--- src/rtl/sw_input_port_pkg.sv ---
// Shared definitions for the operator input path.
// Holds the data width default, synchroniser depth and debounce state codes.
package sw_input_port_pkg;

  localparam int DATA_W_DEF = 4;
  localparam int SYNC_DEPTH = 2;

  typedef logic [1:0] db_state_t;

  localparam db_state_t REL     = 2'd0;
  localparam db_state_t CHK_PRS = 2'd1;
  localparam db_state_t PRS     = 2'd2;
  localparam db_state_t CHK_REL = 2'd3;

endpackage

--- src/rtl/btn_debounce.sv ---
// Button synchroniser and debounce FSM, reusable for any active-low button.
// Ports: clk, rst_n, btn_raw (0=pressed) -> level (1=released), press pulse.
module btn_debounce
  import sw_input_port_pkg::*;
#(
  parameter int DEBOUNCE_CYCLES = 500000,
  parameter int CNT_W           = 20
) (
  input  logic clk,
  input  logic rst_n,
  input  logic btn_raw,
  output logic level,
  output logic press
);

  localparam logic [CNT_W-1:0] LIMIT = CNT_W'(DEBOUNCE_CYCLES);
  localparam logic [CNT_W-1:0] ONE   = CNT_W'(1);

  logic [SYNC_DEPTH-1:0] sync;
  logic                  synced;
  db_state_t             state;
  logic [CNT_W-1:0]      cnt;

  assign synced = sync[SYNC_DEPTH-1];

  // Level stays "pressed" until a release is confirmed.
  assign level = ~((state == PRS) | (state == CHK_REL));

  always_ff @(posedge clk or negedge rst_n) begin
    if (!rst_n) begin
      sync  <= '1;
      state <= REL;
      cnt   <= '0;
      press <= 1'b0;
    end else begin
      sync  <= {sync[SYNC_DEPTH-2:0], btn_raw};
      press <= 1'b0;
      unique case (state)
        REL: begin
          if (!synced) begin
            state <= CHK_PRS;
            cnt   <= ONE;
          end
        end
        CHK_PRS: begin
          if (synced) begin
            state <= REL;
            cnt   <= '0;
          end else if (cnt == LIMIT) begin
            state <= PRS;
            press <= 1'b1;
          end else begin
            cnt <= cnt + ONE;
          end
        end
        PRS: begin
          if (synced) begin
            state <= CHK_REL;
            cnt   <= ONE;
          end
        end
        CHK_REL: begin
          if (!synced) begin
            state <= PRS;
          end else if (cnt == LIMIT) begin
            state <= REL;
          end else begin
            cnt <= cnt + ONE;
          end
        end
        default: begin
          state <= REL;
          cnt   <= '0;
        end
      endcase
    end
  end

endmodule

--- src/rtl/sw_input_port.sv ---
// Operator-to-CPU input path: debounced enter button latches switches.
// Ports: CLK1, RST_N, BTN_RAW, SW_RAW, IN_ACK, CLR_OVR -> IN_DATA, IN_VALID, OVERRUN, PRESS_CNT.
module sw_input_port
  import sw_input_port_pkg::*;
#(
  parameter int DATA_W          = DATA_W_DEF,
  parameter int DEBOUNCE_CYCLES = 500000,
  parameter int CNT_W           = 20
) (
  input  logic              CLK1,
  input  logic              RST_N,
  input  logic              BTN_RAW,
  input  logic [DATA_W-1:0] SW_RAW,
  output logic [DATA_W-1:0] IN_DATA,
  output logic              IN_VALID,
  input  logic              IN_ACK,
  input  logic              CLR_OVR,
  output logic              OVERRUN,
  output logic [3:0]        PRESS_CNT
);

  logic                               btn_level;
  logic                               press;
  logic [SYNC_DEPTH-1:0][DATA_W-1:0]  sw_sync;
  logic [DATA_W-1:0]                  sw_s;
  logic                               take;
  logic                               accept;
  logic                               drop;

  btn_debounce #(
    .DEBOUNCE_CYCLES(DEBOUNCE_CYCLES),
    .CNT_W          (CNT_W)
  ) u_db (
    .clk    (CLK1),
    .rst_n  (RST_N),
    .btn_raw(BTN_RAW),
    .level  (btn_level),
    .press  (press)
  );

  assign sw_s = sw_sync[SYNC_DEPTH-1];

  // An ack in the pulse cycle frees the slot for the new value.
  assign take   = press & ~btn_level;
  assign accept = take & (~IN_VALID | IN_ACK);
  assign drop   = take & IN_VALID & ~IN_ACK;

  always_ff @(posedge CLK1 or negedge RST_N) begin
    if (!RST_N) begin
      sw_sync   <= '0;
      IN_DATA   <= '0;
      IN_VALID  <= 1'b0;
      OVERRUN   <= 1'b0;
      PRESS_CNT <= 4'd0;
    end else begin
      sw_sync <= {sw_sync[SYNC_DEPTH-2:0], SW_RAW};
      if (accept) begin
        IN_DATA   <= sw_s;
        IN_VALID  <= 1'b1;
        PRESS_CNT <= PRESS_CNT + 4'd1;
      end else if (IN_ACK && IN_VALID) begin
        IN_VALID <= 1'b0;
      end
      if (drop) begin
        OVERRUN <= 1'b1;
      end else if (CLR_OVR) begin
        OVERRUN <= 1'b0;
      end
    end
  end

endmodule

--- config.mk ---
export PLATFORM = sky130hd
export DESIGN_NAME = sw_input_port
export DESIGN_NICKNAME = d
export VERILOG_FILES = /design/src/rtl/sw_input_port_pkg.sv /design/src/rtl/btn_debounce.sv /design/src/rtl/sw_input_port.sv
export SDC_FILE = /design/constraint.sdc
export NUM_CORES = 1
export LEC_CHECK = 0
export BUFFER_PORTS_ARGS = -buffer_cell sky130_fd_sc_hd__buf_4
export CAP_MARGIN = 5
export CORE_ASPECT_RATIO = 1.75
export CORE_MARGIN = 2
export CORE_UTILIZATION = 50
export DETAILED_ROUTE_END_ITERATION = 16
export GPL_TIMING_DRIVEN = 0
export PLACE_DENSITY = 0.75
export SYNTH_ARGS = -nofsm -noshare
export SYNTH_HDL_FRONTEND = slang
export SYNTH_SLANG_ARGS = --single-unit
--- constraint.sdc ---
create_clock -name CLK1 -period 2.8 [get_ports CLK1]
set_clock_uncertainty 0.15 [all_clocks]
set_input_delay 0.28 -clock CLK1 [delete_from_list [all_inputs] [get_ports CLK1]]
set_output_delay 0.28 -clock CLK1 [all_outputs]
set_load 0.02 [all_outputs]
Word level (Yosys, flattened, before mapping)
Index checks and enable logic that the tools add are counted.

Bits in registers: 43. Bits of input ports: 9. Output and inout bits: 10.

Add/sub/neg operators: 2. Equality and inequality tests: 9. Mux-type cells: 20. Bitwise logic cells: 8. Reductions and logical operators: 6.

Operators with widths (count): 20-bit 2-to-1 mux (5); 20-bit case mux with 4 select lines (1); 20-bit by 1-bit adder with 20-bit output (second input constant) (1); 20-bit by 19-bit == test with 1-bit output (second input constant) (1); 2-bit 2-to-1 mux (6); 2-bit case mux with 4 select lines (1); 1-bit 2-to-1 mux (7); 4-bit by 1-bit adder with 4-bit output (second input constant) (1); 1-bit bitwise AND (4); 2-bit == test (second input constant) (2); 2-bit by 1-bit != test with 1-bit output (second input constant) (2); 4-bit AND reduction (1); 2-bit nonzero test (2); 3-bit by 1-bit != test with 1-bit output (second input constant) (1); 3-bit != test (second input constant) (1); 3-bit AND reduction (1); 2-bit by 1-bit == test with 1-bit output (second input constant) (1); 2-bit logical NOT (1); 2-bit != test (second input constant) (1); 1-bit inverter (2); 1-bit bitwise OR (2); 1-bit logical AND (1).

Depth between registers and ports, before layout
Word-level depth: 6. Mapped depth: 7. Mapped depth without buffers: 7.

Hierarchy
Synthesis repeated with hierarchy kept, for this count alone.

Cells, all modules: 199. Area total of the unflattened synthesis: 2080.7 µm².

Modules (own cells, without submodules): btn_debounce (times used 1, cells an instance 162, area each 1457.6 µm², seq. area each 628.1 µm²); sw_input_port (times used 1, cells an instance 37, area each 623.1 µm², seq. area each 450.4 µm²).

Worst setup path after synthesis
No wires, ideal clock.

Path kind: register to register. From: register u_db.cnt[0]. To: register u_db.cnt[1]. Setup time: 0.124 ns. Data arrival time: 1.562 ns. Required time: 2.526 ns. Path slack: 0.964 ns. Stages on the path, launching flop included: 8. Path buffers: 0. Cell sequence: dfrtp_1 inv_1 ha_1 nor4b_1 nand2_1 nor2_1 a21oi_1 a211o_1.

Longest elaborated chain between the ends: 4. Elaborated cells between the ends (all ways): 6. Classes of those cells: add/sub (1); eq/ne (1); mux (4).

RTL lines: start: declaration (RTL line btn_debounce.sv:22) `logic [CNT_W-1:0] cnt;`; start signal: assignment (RTL line btn_debounce.sv:53) `cnt <= cnt + ONE;`; start signal: assignment (RTL line btn_debounce.sv:68) `cnt <= cnt + ONE;`; 20-bit by 1-bit adder with 20-bit output or 20-bit by 19-bit == test with 1-bit output (tied branches); 20-bit 2-to-1 mux (*) (RTL line btn_debounce.sv:49, btn_debounce.sv:65); 20-bit 2-to-1 mux (on tied branches) (RTL line btn_debounce.sv:63, btn_debounce.sv:46); 20-bit case mux with 4 select lines (*) (RTL line btn_debounce.sv:38) `unique case (state)`.

Every way passes the cells marked *; elsewhere a longest branch is shown, timed or not. The select of a mux whose other input is x is not followed. A chain may end at the register's enable or synchronous reset.

Worst setup path in the final report
From: register u_db.sync[1]. To: register u_db.cnt[5].

Longest elaborated chain between the ends: 2. Elaborated cells between the ends (all ways): 6. Classes of those cells: eq/ne (3); mux (2); reduce/logical (1).

RTL lines: start: declaration (RTL line btn_debounce.sv:19) `logic [SYNC_DEPTH-1:0] sync;`; start signal: assignment (RTL line btn_debounce.sv:36) `sync <= {sync[SYNC_DEPTH-2:0], btn_raw};`; 20-bit 2-to-1 mux (tied with other cells) (RTL line btn_debounce.sv:46) `if (synced) begin`; 20-bit case mux with 4 select lines or 3-bit AND reduction (tied branches).

Parallel ways exist; a longest one is shown, timed or not.

==> results by group <==
Logic synthesis
  • Area contributors post-synth: dfrtp_1 (51%), o21ai_0 (6.3%), nand2_1 (3.8%), mux2_2 (2.8%), dfstp_2 (2.6%)
  • Number of synthesis warnings: 0
  • Top-count cell post-synth: dfrtp_1
  • Mapped Avg Cell Area: 10.3 um^2
  • Top cells by count, synth: dfrtp_1 (41), o21ai_0 (25), nand2_1 (20)
  • Post-synth ARST share: 100%
  • Cell taking the most area after synthesis: dfrtp_1
  • Mux cell area share after synthesis: 2.82%
  • Simple-Gate Fraction of Synth Area: 20.9%
  • Largest family of logic cells by synthesized area: simple AND/OR/NAND/NOR gates
  • Cell area after synthesis: 2000 um^2
  • Post-Synth XOR/XNOR Area: 4.39%
  • Synth cell types: 41
  • Syn nets: 206
  • Area share of the largest cell type after synthesis: 51.4%
  • Compound-Gate Fraction of Synth Area: 13.3%
  • #FFs+latches synth: 43
  • Mapped Cells: 194
  • Post-Synth Adder-Cell Area: 1.88%
  • Sequential share of the synthesized area: 54.0%
  • Post-synth EDFFs: 0
  • Post-synth top flop: dfrtp_1

Clocking
  • CTS tree: built
  • H-tree depth: 2
  • Clock transition at path regs: 90 ps
  • CTS Buf Count: 5
  • Worst skew pair latency: 300 ps
  • Clk Tree Root Cell: clkbuf_8
  • # clock sinks: 43
  • Clock Path Buffers: 2
  • Number of gates resized after CTS: 0

Setup path
  • Worst path required time: 2840 ps
  • Critical R2R Launch: u_db.sync[1]
  • FF-to-FF path depth: 5
  • Critical path class: flop to flop
  • R2R Setup Slk: 590 ps
  • Worst-path maximum fanout: 10
  • Reg-to-reg endpoint: u_db.cnt[5]
  • Crit end category: flop
  • WP data arrival: 2250 ps
  • CP startpoint kind: flop

Floorplan
  • # IOs: 19
  • Starting density of the core: 51.6%
  • Row cnt: 30
  • Die Wd: 51.8 um
  • Core area: 3870 um^2
  • Die Y: 87.6 um
  • Die area: 4530 um^2

Cells and area
  • Synth-to-layout area growth: 18.4%
  • Share of cells above drive strength 1: 19.0%
  • Finished Layout Cells: 274
  • Fin nets: 237
  • Antenna diodes: 0

Pwr
  • Net Sw Power: 276 uW
  • Comb pwr share: 5.8%
  • VDD IR max: 0.290 mV
  • Reg power frac: 53.5%
  • Lkg Pwr: 1.02 nW
  • Internal Power: 929 uW
  • Clock network power share: 40.6%
  • Power Density: 510 nW/um^2
  • Total Power: 1.20 mW
  • Switching share of power: 22.9%

Global route
  • First-pass GRT wire length: 6540 um
  • Busiest grt layer: met2
  • Largest net degree at the start of global routing: 44
  • Initial antenna violation count: 0
  • Gr usage total: 19.5%
  • Vias in the first global route: 1549
  • Met1 global-route usage: 21.3%
  • Met2 usage: 34.5%
  • Grt total ovfl: 0
  • Met3 usage: 3.07%

Min path
  • HP Class: input port to flop
  • WHS Endpoint: OVERRUN
  • Worst Hold Path Cells: 2
  • Worst Min Path Start: CLR_OVR

Timing
  • Fmax: 0.453 GHz
  • Max Slew Vio Count: 0
  • Measured slew at the worst slew-check pin: 708 ps
  • Unrepaired setup endpoints after global routing: false
  • Final setup TNS: 0 ps
  • Final WS setup: 590 ps
  • Hold Vio Cnt, Final: 0
  • Relative slew slack: 52.5%
  • Final min period: 2210 ps
  • Final setup viols: 0
  • Fin crit share: 78.9%

Placement
  • Pre-CTS WS: 623 ps
  • Placed instance count: 260
  • Port bufs: 18
  • GP Congestion: 0.794
  • Post-DP HPWL: 2750 um

Run status
  • Status: finished, final reports clean

Detailed routing
  • DR vias/cell: 5.73
  • Initial DRC count: 37
  • ANT nets after route: 0
  • DRT Pass-1 Iters: 4
  • Vias: 1569
  • Post-Route WL: 3960 um
  • WL/cell: 14.5 um
  • DRC violation count after routing: 0

Run
  • Max cap viols: 0
metal layers:
layer	vias up	wire, um
met5	-	0
met4	0	94
met3	7	115
met2	30	2110
met1	774	1650
li1	758	-
per-stage QoR:
stage	hold slack (ps)	instance area, um^2	util, %
2_1_floorplan	-166	2000	-
3_3_place_gp	147	2190	56.7
3_5_place_dp	147	2190	56.7
4_1_cts	16.2	2360	61.1
5_1_grt	24.2	2360	61.1
6_report	17.2	2360	61.1
state kept, by name, summed over array words and instances (netlist names), named ones only:
register / count
u_db.cnt: 20
IN_DATA: 4
PRESS_CNT: 4
sw_s: 4
sw_sync: 4
u_db.sync: 2
IN_VALID: 1
OVERRUN: 1
u_db.press: 1
u_db.state: 1
worst max-delay path, cell delays in order, from the launching register on:
cell,delay [ps]
dfstp_2,620
nand2b_1,110
o21ai_1,570
clkbuf_1,410
o21ai_0,170
o41ai_1,80
logic make-up (layout without fill, tap and decap cells):
kind of cell / count (synthesis) / in the layout
simple gates: 74 / 74
compound gates: 46 / 46
flops: 43 / 43
buf+inv: 13 / 45
xor+xnor: 10 / 10
mux: 5 / 5
fa+ha+maj: 3 / 3
how the worst max path moves through the flow:
| stage | cells after the start | slack (ps) | startpoint | end |
|---|---|---|---|---|
| floorplan | 7 | 960 | u_db.cnt[0] | u_db.cnt[1] |
| global placement | 5 | 590 | u_db.sync[1] | u_db.cnt[5] |
| detailed placement | 5 | 620 | u_db.sync[1] | u_db.cnt[15] |
| CTS | 5 | 590 | u_db.sync[1] | u_db.cnt[5] |
| global route | 5 | 400 | u_db.sync[1] | u_db.cnt[5] |
| finish | 5 | 590 | u_db.sync[1] | u_db.cnt[5] |
power groups by stage:
stage / clock network (mW) / logic [mW] / registers [mW]
after CTS: 0.494 / 0.0711 / 0.645
after floorplan: 0 / 0.0337 / 0.654
after global routing: 0.512 / 0.0786 / 0.646
after global placement: 0 / 0.0633 / 0.657
after detailed placement: 0 / 0.0644 / 0.657
final: 0.489 / 0.0705 / 0.645
layout by cell type, fill, tap and decap left out, types with 6 or more instances in the layout:
cell type / instances
a21oi_1: 7
dfrtp_1: 41
o21ai_0: 25
nand4_1: 7
nand3_1: 10
inv_1: 6
nor2_1: 8
nand2_1: 20
buf_4: 18
dlygate4sd3_1: 6
repair_timing:
action                    in CTS  in global routing
hold buffers                   6                  0
buffers inserted               0                  0
hold endpoints to repair      46                  0
area by class of cell:
| type | instances | area, um^2 |
|---|---|---|
| fillers | 322 | 1500 |
| flip-flops and latches | 43 | 1080 |
| multi-input cells | 138 | 865 |
| repair buffers | 24 | 195 |
| clock buffers | 5 | 68.8 |
| well taps | 48 | 60.1 |
| clock inverters | 3 | 43.8 |
| plain buffers | 7 | 30.0 |
| inverters | 6 | 22.5 |
No activity file was read; power rests on OpenSTA's default activity.
